===== src/rtl/alu_pkg.sv =====
// Shared op codes, status bit positions and FSM encodings for the sequential ALU.
package alu_pkg;

    localparam logic [2:0] ADD = 3'b000;
    localparam logic [2:0] CMP = 3'b001;
    localparam logic [2:0] AND = 3'b010;
    localparam logic [2:0] NOT = 3'b011;
    localparam logic [2:0] MUL = 3'b100;

    localparam int Z_IDX = 2;
    localparam int V_IDX = 1;
    localparam int N_IDX = 0;

    typedef enum logic {
        ST_IDLE = 1'b0,
        ST_MUL  = 1'b1
    } state_t;

    function automatic logic [2:0] pack_flags(input logic z, input logic v, input logic n);
        logic [2:0] f;
        f = '0;
        f[Z_IDX] = z;
        f[V_IDX] = v;
        f[N_IDX] = n;
        return f;
    endfunction

endpackage


===== src/rtl/alu_seq_if.sv =====
// Start/busy/done request bus between the controller and the sequential ALU.
interface alu_seq_if #(
    parameter int WIDTH = 16
);
    logic             start;
    logic [2:0]       ALUop;
    logic [WIDTH-1:0] Ain;
    logic [WIDTH-1:0] Bin;
    logic             busy;
    logic             done;
    logic [WIDTH-1:0] out;
    logic [2:0]       status;

    modport master (
        output start, ALUop, Ain, Bin,
        input  busy, done, out, status
    );

    modport slave (
        input  start, ALUop, Ain, Bin,
        output busy, done, out, status
    );
endinterface


===== src/rtl/alu_addsub_n.sv =====
// WIDTH-bit adder/subtractor with carry out and two's-complement overflow.
module alu_addsub_n #(
    parameter int WIDTH = 16
) (
    input  logic [WIDTH-1:0] a,
    input  logic [WIDTH-1:0] b,
    input  logic             sub,
    output logic [WIDTH-1:0] result,
    output logic             cout,
    output logic             ovf
);
    logic [WIDTH-1:0] b_eff;
    logic [WIDTH:0]   sum_ext;
    logic             carry_msb;

    assign b_eff   = sub ? ~b : b;
    assign sum_ext = {1'b0, a} + {1'b0, b_eff} + {{WIDTH{1'b0}}, sub};
    assign result  = sum_ext[WIDTH-1:0];
    assign cout    = sum_ext[WIDTH];
    // Carry into the MSB recovered from the MSB sum bit.
    assign carry_msb = a[WIDTH-1] ^ b_eff[WIDTH-1] ^ result[WIDTH-1];
    assign ovf       = carry_msb ^ cout;
endmodule


===== src/rtl/alu_seq.sv =====
// Registered ALU: single-cycle ADD/CMP/AND/NOT plus a WIDTH-cycle shift-add MUL
// that reuses the operand adder on the upper half of the accumulator.
module alu_seq
    import alu_pkg::*;
#(
    parameter int WIDTH      = 16,
    parameter bit STATUS_ALL = 1'b0
) (
    input logic      clk,
    input logic      reset,
    alu_seq_if.slave bus
);
    localparam int              CW   = $clog2(WIDTH + 1);
    localparam logic [CW-1:0]   LAST = CW'(WIDTH - 1);

    state_t           state, state_next;
    logic [2*WIDTH-1:0] acc, acc_step;
    logic [WIDTH-1:0] mcand, out_r, add_a, add_b, add_sum, op_result;
    logic [CW-1:0]    count;
    logic [2:0]       status_r, op_flags, mul_flags;
    logic             done_r, add_sub, add_cout, add_ovf, op_ovf;
    logic             accept, op_writes_status;

    alu_addsub_n #(.WIDTH(WIDTH)) u_addsub (
        .a      (add_a),
        .b      (add_b),
        .sub    (add_sub),
        .result (add_sum),
        .cout   (add_cout),
        .ovf    (add_ovf)
    );

    always_ff @(posedge clk or posedge reset) begin
        if (reset) state <= ST_IDLE;
        else       state <= state_next;
    end

    always_comb begin
        state_next = state;
        case (state)
            ST_IDLE: if (bus.start && bus.ALUop == MUL) state_next = ST_MUL;
            ST_MUL:  if (count == LAST) state_next = ST_IDLE;
            default: state_next = ST_IDLE;
        endcase
    end

    // While multiplying, the adder accumulates into the high half and the
    // multiplier bits are consumed from the low half as acc shifts right.
    always_comb begin
        bus.busy = (state == ST_MUL);
        accept   = (state == ST_IDLE) && bus.start;
        add_a    = bus.Ain;
        add_b    = bus.Bin;
        add_sub  = (bus.ALUop == CMP);
        if (state == ST_MUL) begin
            add_a   = acc[2*WIDTH-1:WIDTH];
            add_b   = acc[0] ? mcand : '0;
            add_sub = 1'b0;
        end
    end

    assign acc_step = {add_cout, add_sum, acc[WIDTH-1:1]};

    always_comb begin
        op_result = '0;
        op_ovf    = 1'b0;
        case (bus.ALUop)
            ADD, CMP: begin
                op_result = add_sum;
                op_ovf    = add_ovf;
            end
            AND:     op_result = bus.Ain & bus.Bin;
            NOT:     op_result = ~bus.Bin;
            default: op_result = '0;
        endcase
        op_flags         = pack_flags(op_result == '0, op_ovf, op_result[WIDTH-1]);
        op_writes_status = STATUS_ALL ? (bus.ALUop <= NOT) : (bus.ALUop == CMP);
        mul_flags        = pack_flags(acc_step[WIDTH-1:0] == '0,
                                      |acc_step[2*WIDTH-1:WIDTH],
                                      acc_step[WIDTH-1]);
    end

    always_ff @(posedge clk or posedge reset) begin
        if (reset) begin
            out_r    <= '0;
            status_r <= '0;
            done_r   <= 1'b0;
            acc      <= '0;
            mcand    <= '0;
            count    <= '0;
        end else begin
            done_r <= 1'b0;
            if (accept) begin
                if (bus.ALUop == MUL) begin
                    mcand <= bus.Ain;
                    acc   <= {{WIDTH{1'b0}}, bus.Bin};
                    count <= '0;
                end else begin
                    out_r  <= op_result;
                    done_r <= 1'b1;
                    if (op_writes_status) status_r <= op_flags;
                end
            end else if (state == ST_MUL) begin
                acc   <= acc_step;
                count <= count + 1'b1;
                if (count == LAST) begin
                    out_r  <= acc_step[WIDTH-1:0];
                    done_r <= 1'b1;
                    if (STATUS_ALL) status_r <= mul_flags;
                end
            end
        end
    end

    assign bus.done   = done_r;
    assign bus.out    = out_r;
    assign bus.status = status_r;
endmodule

===== src/flat_wrapper.sv =====
// flat-port wrapper written by rule: the top's interface ports become plain ports
module alu_seq_flat import alu_pkg::*;
#(
    parameter int WIDTH      = 16,
    parameter bit STATUS_ALL = 1'b0
)
  (clk, reset, bus_start, bus_ALUop, bus_Ain, bus_Bin, bus_busy, bus_done, bus_out, bus_status);
  alu_seq_if #(.WIDTH(WIDTH)) bus_i ();
  input logic clk;
  input logic reset;
  input wire logic [$bits(bus_i.start)-1:0] bus_start;
  input wire logic [$bits(bus_i.ALUop)-1:0] bus_ALUop;
  input wire logic [$bits(bus_i.Ain)-1:0] bus_Ain;
  input wire logic [$bits(bus_i.Bin)-1:0] bus_Bin;
  output wire logic [$bits(bus_i.busy)-1:0] bus_busy;
  output wire logic [$bits(bus_i.done)-1:0] bus_done;
  output wire logic [$bits(bus_i.out)-1:0] bus_out;
  output wire logic [$bits(bus_i.status)-1:0] bus_status;
  assign bus_i.start = bus_start;
  assign bus_i.ALUop = bus_ALUop;
  assign bus_i.Ain = bus_Ain;
  assign bus_i.Bin = bus_Bin;
  assign bus_busy = bus_i.busy;
  assign bus_done = bus_i.done;
  assign bus_out = bus_i.out;
  assign bus_status = bus_i.status;
  alu_seq #(.WIDTH(WIDTH), .STATUS_ALL(STATUS_ALL)) u_core (.clk(clk), .reset(reset), .bus(bus_i));
endmodule

===== config.mk =====
export PLATFORM = sky130hd
export DESIGN_NAME = alu_seq_flat
export DESIGN_NICKNAME = d
export VERILOG_FILES = /design/src/rtl/alu_pkg.sv /design/src/rtl/alu_seq_if.sv /design/src/rtl/alu_addsub_n.sv /design/src/rtl/alu_seq.sv /design/src/flat_wrapper.sv
export SDC_FILE = /design/constraint.sdc
export NUM_CORES = 1
export LEC_CHECK = 0
export ABC_AREA = 1
export CORE_MARGIN = 2
export CORE_UTILIZATION = 52
export DETAILED_ROUTE_END_ITERATION = 10
export PLACE_DENSITY = 0.77
export RECOVER_POWER = 100
export SLEW_MARGIN = 20
export SYNTH_ARGS = -nofsm -noshare
export SYNTH_HDL_FRONTEND = slang
export SYNTH_SLANG_ARGS = --single-unit

===== constraint.sdc =====
create_clock -name clk -period 4.75 [get_ports clk]
set_input_delay 0.475 -clock clk [delete_from_list [all_inputs] [get_ports clk]]
set_output_delay 0.475 -clock clk [all_outputs]
set_load 0.005 [all_outputs]

Yosys cells after proc, flatten, opt, wreduce, memory -nomap -nowiden

Index checks and enable logic that the tools add are counted.

Register bits after elaboration: 74
Bits in latches: 0
Bits in writable memories: 0
Memory bits (read-only): 0
Input port bits: 38
Output and inout bits: 21
Logic and storage cells: 60
Memories kept: 0

$add $sub $neg: 3
$mul: 0
Divide/modulo/power cells: 0
$lt $le $gt $ge: 0
Equality and inequality tests: 7
Shift-type cells: 0
Muxes and demuxes: 24
Bitwise gates (word level): 8
Reduce and logical (&&, ||, !) cells: 11

Operators by type and width:

| operator                                                         | count |
|---|---|
| 16-bit 2-to-1 mux                                                | 8 |
| 32-bit 2-to-1 mux                                                | 3 |
| 16-bit one-hot mux with 3 select lines                           | 1 |
| 16-bit NOT                                                       | 2 |
| 16-bit by 16-bit adder with 17-bit output                        | 1 |
| 17-bit by 1-bit adder with 17-bit output                         | 1 |
| 16-bit bitwise AND                                               | 1 |
| 16-bit logical NOT                                               | 1 |
| 5-bit 2-to-1 mux                                                 | 3 |
| 1-bit 2-to-1 mux                                                 | 8 |
| 3-bit by 2-bit == test with 1-bit output (second input constant) | 2 |
| 3-bit AND reduction                                              | 2 |
| 5-bit by 1-bit adder with 5-bit output (second input constant)   | 1 |
| 5-bit by 4-bit == test with 1-bit output (second input constant) | 1 |
| 2-bit inequality test (second input constant)                    | 2 |
| 2-bit AND reduction                                              | 2 |
| 2-bit nonzero test                                               | 2 |
| 3-bit by 1-bit == test with 1-bit output (second input constant) | 1 |
| 3-bit == test (second input constant)                            | 1 |
| 3-bit logical NOT                                                | 1 |
| 1-bit bitwise XOR                                                | 3 |
| 1-bit logical AND                                                | 2 |
| 1-bit NOT                                                        | 2 |
| 1-bit one-hot mux with 2 select lines                            | 1 |
| 2-bit OR reduction                                               | 1 |

Depth between registers and ports, before layout

Word-level depth: 9
Mapped depth: 22
Gate-level depth less buffers: 20

By module

Synthesis repeated with hierarchy kept, for this count alone.

Cells, all modules: 729
Area total of the unflattened synthesis: 5,071.1 µm²

Modules (own cells, without submodules):

| module       | times used | cells an instance | area each (µm²) | sequential area each (µm²) |
|---|---|---|---|---|
| alu_seq      | 1          | 529               | 3,905.0         | 1,851.8 |
| alu_addsub_n | 1          | 200               | 1,166.1         | 0.0 |

Least setup slack after synthesis

Ideal clock, no wire load.

Path kind: in2reg
Start: input port bus_ALUop[0]
End: register u_core.status_r[2] (netlist: u_core.bus.status[2])
Library setup time: 0.065 ns
Arrival time: 2.614 ns
Required time: 4.685 ns
Setup slack: 2.071 ns
Cell stages on the path: 18
Buffers on the path: 1
Cells stage by stage: inv_1 > nor2_2 > nand2_1 > inv_1 > buf_2 > xor2_1 > ha_1 > nand2_1 > inv_1 > a21oi_1 > nand4_1 > nand3_1 > nand2_1 > inv_1 > nand3_1 > nor3_1 > nand3_1 > nand2_1

Cells in the longest elaborated chain, start to end: 7
Elaborated cells on any way between the ends: 14
Those cells by class: 2 x add/sub; 4 x eq/ne; 3 x mux; 1 x bitwise; 4 x reduce/logical

RTL lines:

| element                                   | RTL line                                    | RTL |
|---|---|---|
| start: declaration                        | flat_wrapper.sv:12                          | `input wire logic [$bits(bus_i.ALUop)-1:0] bus_ALUop;` |
| 3-bit by 1-bit == test with 1-bit output  | alu_seq.sv:54, alu_seq.sv:67, alu_seq.sv:77 |  |
| 1-bit 2-to-1 mux                          | alu_seq.sv:55                               | `if (state == ST_MUL) begin` |
| 16-bit 2-to-1 mux                         | alu_addsub_n.sv:16                          | `assign b_eff = sub ? ~b : b;` |
| 16-bit by 16-bit adder with 17-bit output | alu_addsub_n.sv:17                          | `assign sum_ext = {1'b0, a} + {1'b0, b_eff} + {{WIDTH{1'b0}}, sub};` |
| 17-bit by 1-bit adder with 17-bit output  | alu_addsub_n.sv:17                          |  |
| 16-bit one-hot mux with 3 select lines    | alu_seq.sv:67                               | `case (bus.ALUop)` |
| 16-bit logical NOT                        | alu_seq.sv:76                               | `op_flags = pack_flags(op_result == '0, op_ovf, op_result[WIDTH-1]);` |
| end signal: assignment                    | alu_seq.sv:101                              | `if (op_writes_status) status_r <= op_flags;` |
| end signal: assignment                    | alu_seq.sv:109                              | `if (STATUS_ALL) status_r <= mul_flags;` |
| end: declaration                          | alu_seq.sv:20                               | `logic [2:0] status_r, op_flags, mul_flags;` |

Several ways; a longest one is shown, not always the timed one.
A chain may end at the register's enable or synchronous reset.

Worst setup path in the final report

Start: register u_core.state (netlist: u_core.bus.busy)
End: register u_core.status_r[1] (netlist: u_core.bus.status[1])

Cells in the longest elaborated chain, start to end: 8
Elaborated cells on any way between the ends: 14
Those cells by class: 2 x add/sub; 5 x mux; 5 x bitwise; 2 x reduce/logical

RTL lines:

| element                                   | RTL line           | RTL |
|---|---|---|
| start: declaration                        | alu_seq.sv:16      | `state_t state, state_next;` |
| start signal: assignment                  | alu_seq.sv:35      | `else state <= state_next;` |
| 16-bit 2-to-1 mux                         | alu_seq.sv:55      |  |
| 16-bit NOT                                | alu_addsub_n.sv:16 |  |
| 16-bit 2-to-1 mux                         | alu_addsub_n.sv:16 |  |
| 16-bit by 16-bit adder with 17-bit output | alu_addsub_n.sv:17 |  |
| 17-bit by 1-bit adder with 17-bit output  | alu_addsub_n.sv:17 |  |
| 1-bit bitwise XOR                         | alu_addsub_n.sv:21 | `assign carry_msb = a[WIDTH-1] ^ b_eff[WIDTH-1] ^ result[WIDTH-1];` |
| 1-bit bitwise XOR                         | alu_addsub_n.sv:22 | `assign ovf = carry_msb ^ cout;` |
| 1-bit 2-to-1 mux                          | alu_seq.sv:67      |  |

Several ways; a longest one is shown, not always the timed one.

==> results.tsv <==
metric	value	unit
met3 GRT Util	4.00	%
hold_sp	u_core.mcand[0]	
CP max stage delay	1090	ps
DR vias/cell	5.75	
die outline width	101	µm
Worst Path Arrival	4140	ps
CP dominant cell by count	nand2_1	
initial antenna violation count	0	
Crit-path slowest cell	dfrtp_1	
Setup CP Type	register to register	
cell count after synthesis	692	
clk buf depth	2	
worst-path cell chain	nor2_1 -> nand2_1 -> inv_1 -> xor2_1 -> ha_1 -> nand2_1 -> inv_1 -> a21oi_1 -> nand2_1 -> nand2_1 -> nand2_1 -> nand2_1 -> o311ai_0 -> xnor2_1 -> o21ai_1	
die area	10300	µm²
Wirelength per Cell	16.5	µm
Max Clock Freq	257	MHz
Synth warnings	0	
crit share post-route	82.0	%
sequential area share after synthesis	37.6	%
R2R depth	15	
wirelength, routed	14100	µm
# DRC	0	
WHS Path Cells	2	
RSZ-0062 raised after global routing	false	
Initial Util	53.6	%
most frequent cell after synthesis	nand2_1	
Netlist cell types	37	
Fin Setup TNS	0	ps
overall power after layout	4380	µW
CP required	5000	ps
Final Hold Fails	0	
crit end category	register	
Root Buffer	clkbuf_8	
Final Instance Area	5730	µm²
Final min period	3890	ps
Primary FF master, synth	dfrtp_1	
skew final	14.0	ps
Worst-path clk slew	90	ps
WP buf/inv	2	
port buffer count	58	
DP Wirelength	10500	µm
max cap viols	3	
Num CTS Buffers	9	
DRT Pass-1 Iters	5	
#FFs+latches synth	74	
hold_ws	488	ps
via count	4926	
outcome	finished with violations	
Top-Level Pins	59	
clock sinks	74	
Yosys top cell area share	37.6	%
share of layout cells above drive strength 1	5.23	%
cts repair resizes	0	
met1 Use GR	40.7	%
Area Growth Syn to Fin	16.2	%
core footprint	9200	µm²
worst min-delay path class	register to register	
area leader, netlist	dfrtp_1	
row count	35	
Worst-Skew Late Latency	360	ps
relative slew slack	-32.2	%
Max FO, Critical Path	30	
Placed Area	5570	µm²
TritonCTS clock tree	yes	
leakage power	0.00279	µW
area of the multi-input gates	2580	µm²
Post-synth top cells	nand2_1, inv_1, dfrtp_1	
final net count	796	
FF-to-FF End	u_core.bus.status[1]	
fin. max-slew vios	110	
ys async rst share	100	%
Die H	101	µm
met2 Usage GRT	44.8	%
final antenna-violating net count	0	
CTS H-Tree Depth	3	
Overflow after GRT	0	
vias in the first global route	4752	
Post-Syn Area	4930	µm²
reg2reg start	u_core.bus.busy	
GRT Overall Usage	28.9	%
Synth Area per Inst	7.12	µm²
first-pass GRT wire length	23100	µm
CP top delay family	flip-flops	
failing checks	max-capacitance violations, max-slew violations	
post-place setup slack	994	ps
Post-synth EDFFs	0	
Post-CTS Setup Inserts	0	
VDD IR max	0.391	mV
RD Place Congestion	0.963	
Setup Viol. Count Final	0	
antenna diode count	0	
setup slack, reg-to-reg	860	ps
Hold EP	u_core.mcand[0]	
Iter 0 DRT Violations	447	
Pwr per Cell Area	765	nW/µm²
grt peak-use layer	met2	
startpoint types	register	
fin worst setup slack	857	ps
syn_nets	748	
largest net degree at the start of global routing	42	
register area	1850	µm²
Worst Tran Pin Value	1980	ps
hold_buf cts	0	
Fillers	823	
top post-synthesis cells by area	dfrtp_1, nand2_1, inv_1, nor2_1, ha_1	
[layout make-up]
| type | instances | share of cell area (%) |
|---|---|---|
| clock buffer | 10 | 2.40 |
| clock inverter | 6 | 0.852 |
| sequential | 74 | 32.3 |
| tap | 111 | 2.42 |
| inverter | 92 | 6.07 |
| timing repair buffer | 64 | 10.9 |
| multi-input combinational | 499 | 45.1 |
[sequential cells by signal, summed over array words and instances (netlist names)]
register           count
u_core.bus.busy        1
u_core.mcand          16
u_core.acc            32
u_core.count           5
u_core.bus.done        1
u_core.bus.out        16
u_core.bus.status      3
[per-layer routing]
metal	routed length, µm	vias up
met1	6420	2338
li1	-	2369
met3	958	30
met5	0	-
met4	290	0
met2	6470	189
[cells in the final DEF, fill, tap and decap left out, drive strengths merged]
cell type / count
nor3b: 1
clkinv: 1
a32o: 11
dlygate4sd3: 22
o211ai: 1
o31ai: 1
clkinvlp: 3
nor2: 64
xnor2: 5
dfrtp: 74
clkbuf: 11
o311ai: 1
ha: 17
nand3b: 3
a22o: 4
o21bai: 1
nor3: 15
a21oi: 31
inv: 94
nand3: 40
and2: 1
nand2: 197
buf: 5
o22ai: 13
a31oi: 32
nand4: 2
xor2: 15
fa: 1
clkdlybuf4s50: 36
o21ai: 43
[power breakdown]
group          total [µW]  leakage [µW]  internal (µW)  switching (µW)
registers            1130      0.000864            944             186
clock network         480     0.0000855            209             271
logic                2770       0.00184           1050            1720
[through the flow]
step	utilization, %	instances
after floorplan	-	692
after CTS	62.6	856
after global routing	62.3	856
after detailed placement	60.6	840
after global placement	60.6	840
final	62.3	856
[kinds of logic (layout without fill, tap and decap cells)]
family / after synthesis / after routing / synth area share, %
flops: 74 / 74 / 37.6
buf+inv: 119 / 172 / 9.55
xor+xnor: 20 / 20 / 3.55
simple gates: 323 / 323 / 27.6
fa+ha+maj: 18 / 18 / 4.72
compound gates: 138 / 138 / 17.0
[how the worst max path moves through the flow]
stage                    start                    to  slack [ps]  cells past startpoint
2_1_floorplan     bus_ALUop[0]  u_core.bus.status[2]        2070                     18
3_3_place_gp      bus_ALUop[0]  u_core.bus.status[2]        1020                     19
3_5_place_dp      bus_ALUop[0]  u_core.bus.status[2]         990                     19
4_1_cts        u_core.bus.busy  u_core.bus.status[2]        1300                     17
5_1_grt        u_core.bus.busy  u_core.bus.status[2]         550                     19
6_report       u_core.bus.busy  u_core.bus.status[1]         860                     15
[worst min-delay path, stage by stage (launching register included)]
cell	delay, ps
dfrtp_1	360
nand2_1	60
nand2_1	50
Note: power is estimated with default switching activity, not from simulation.
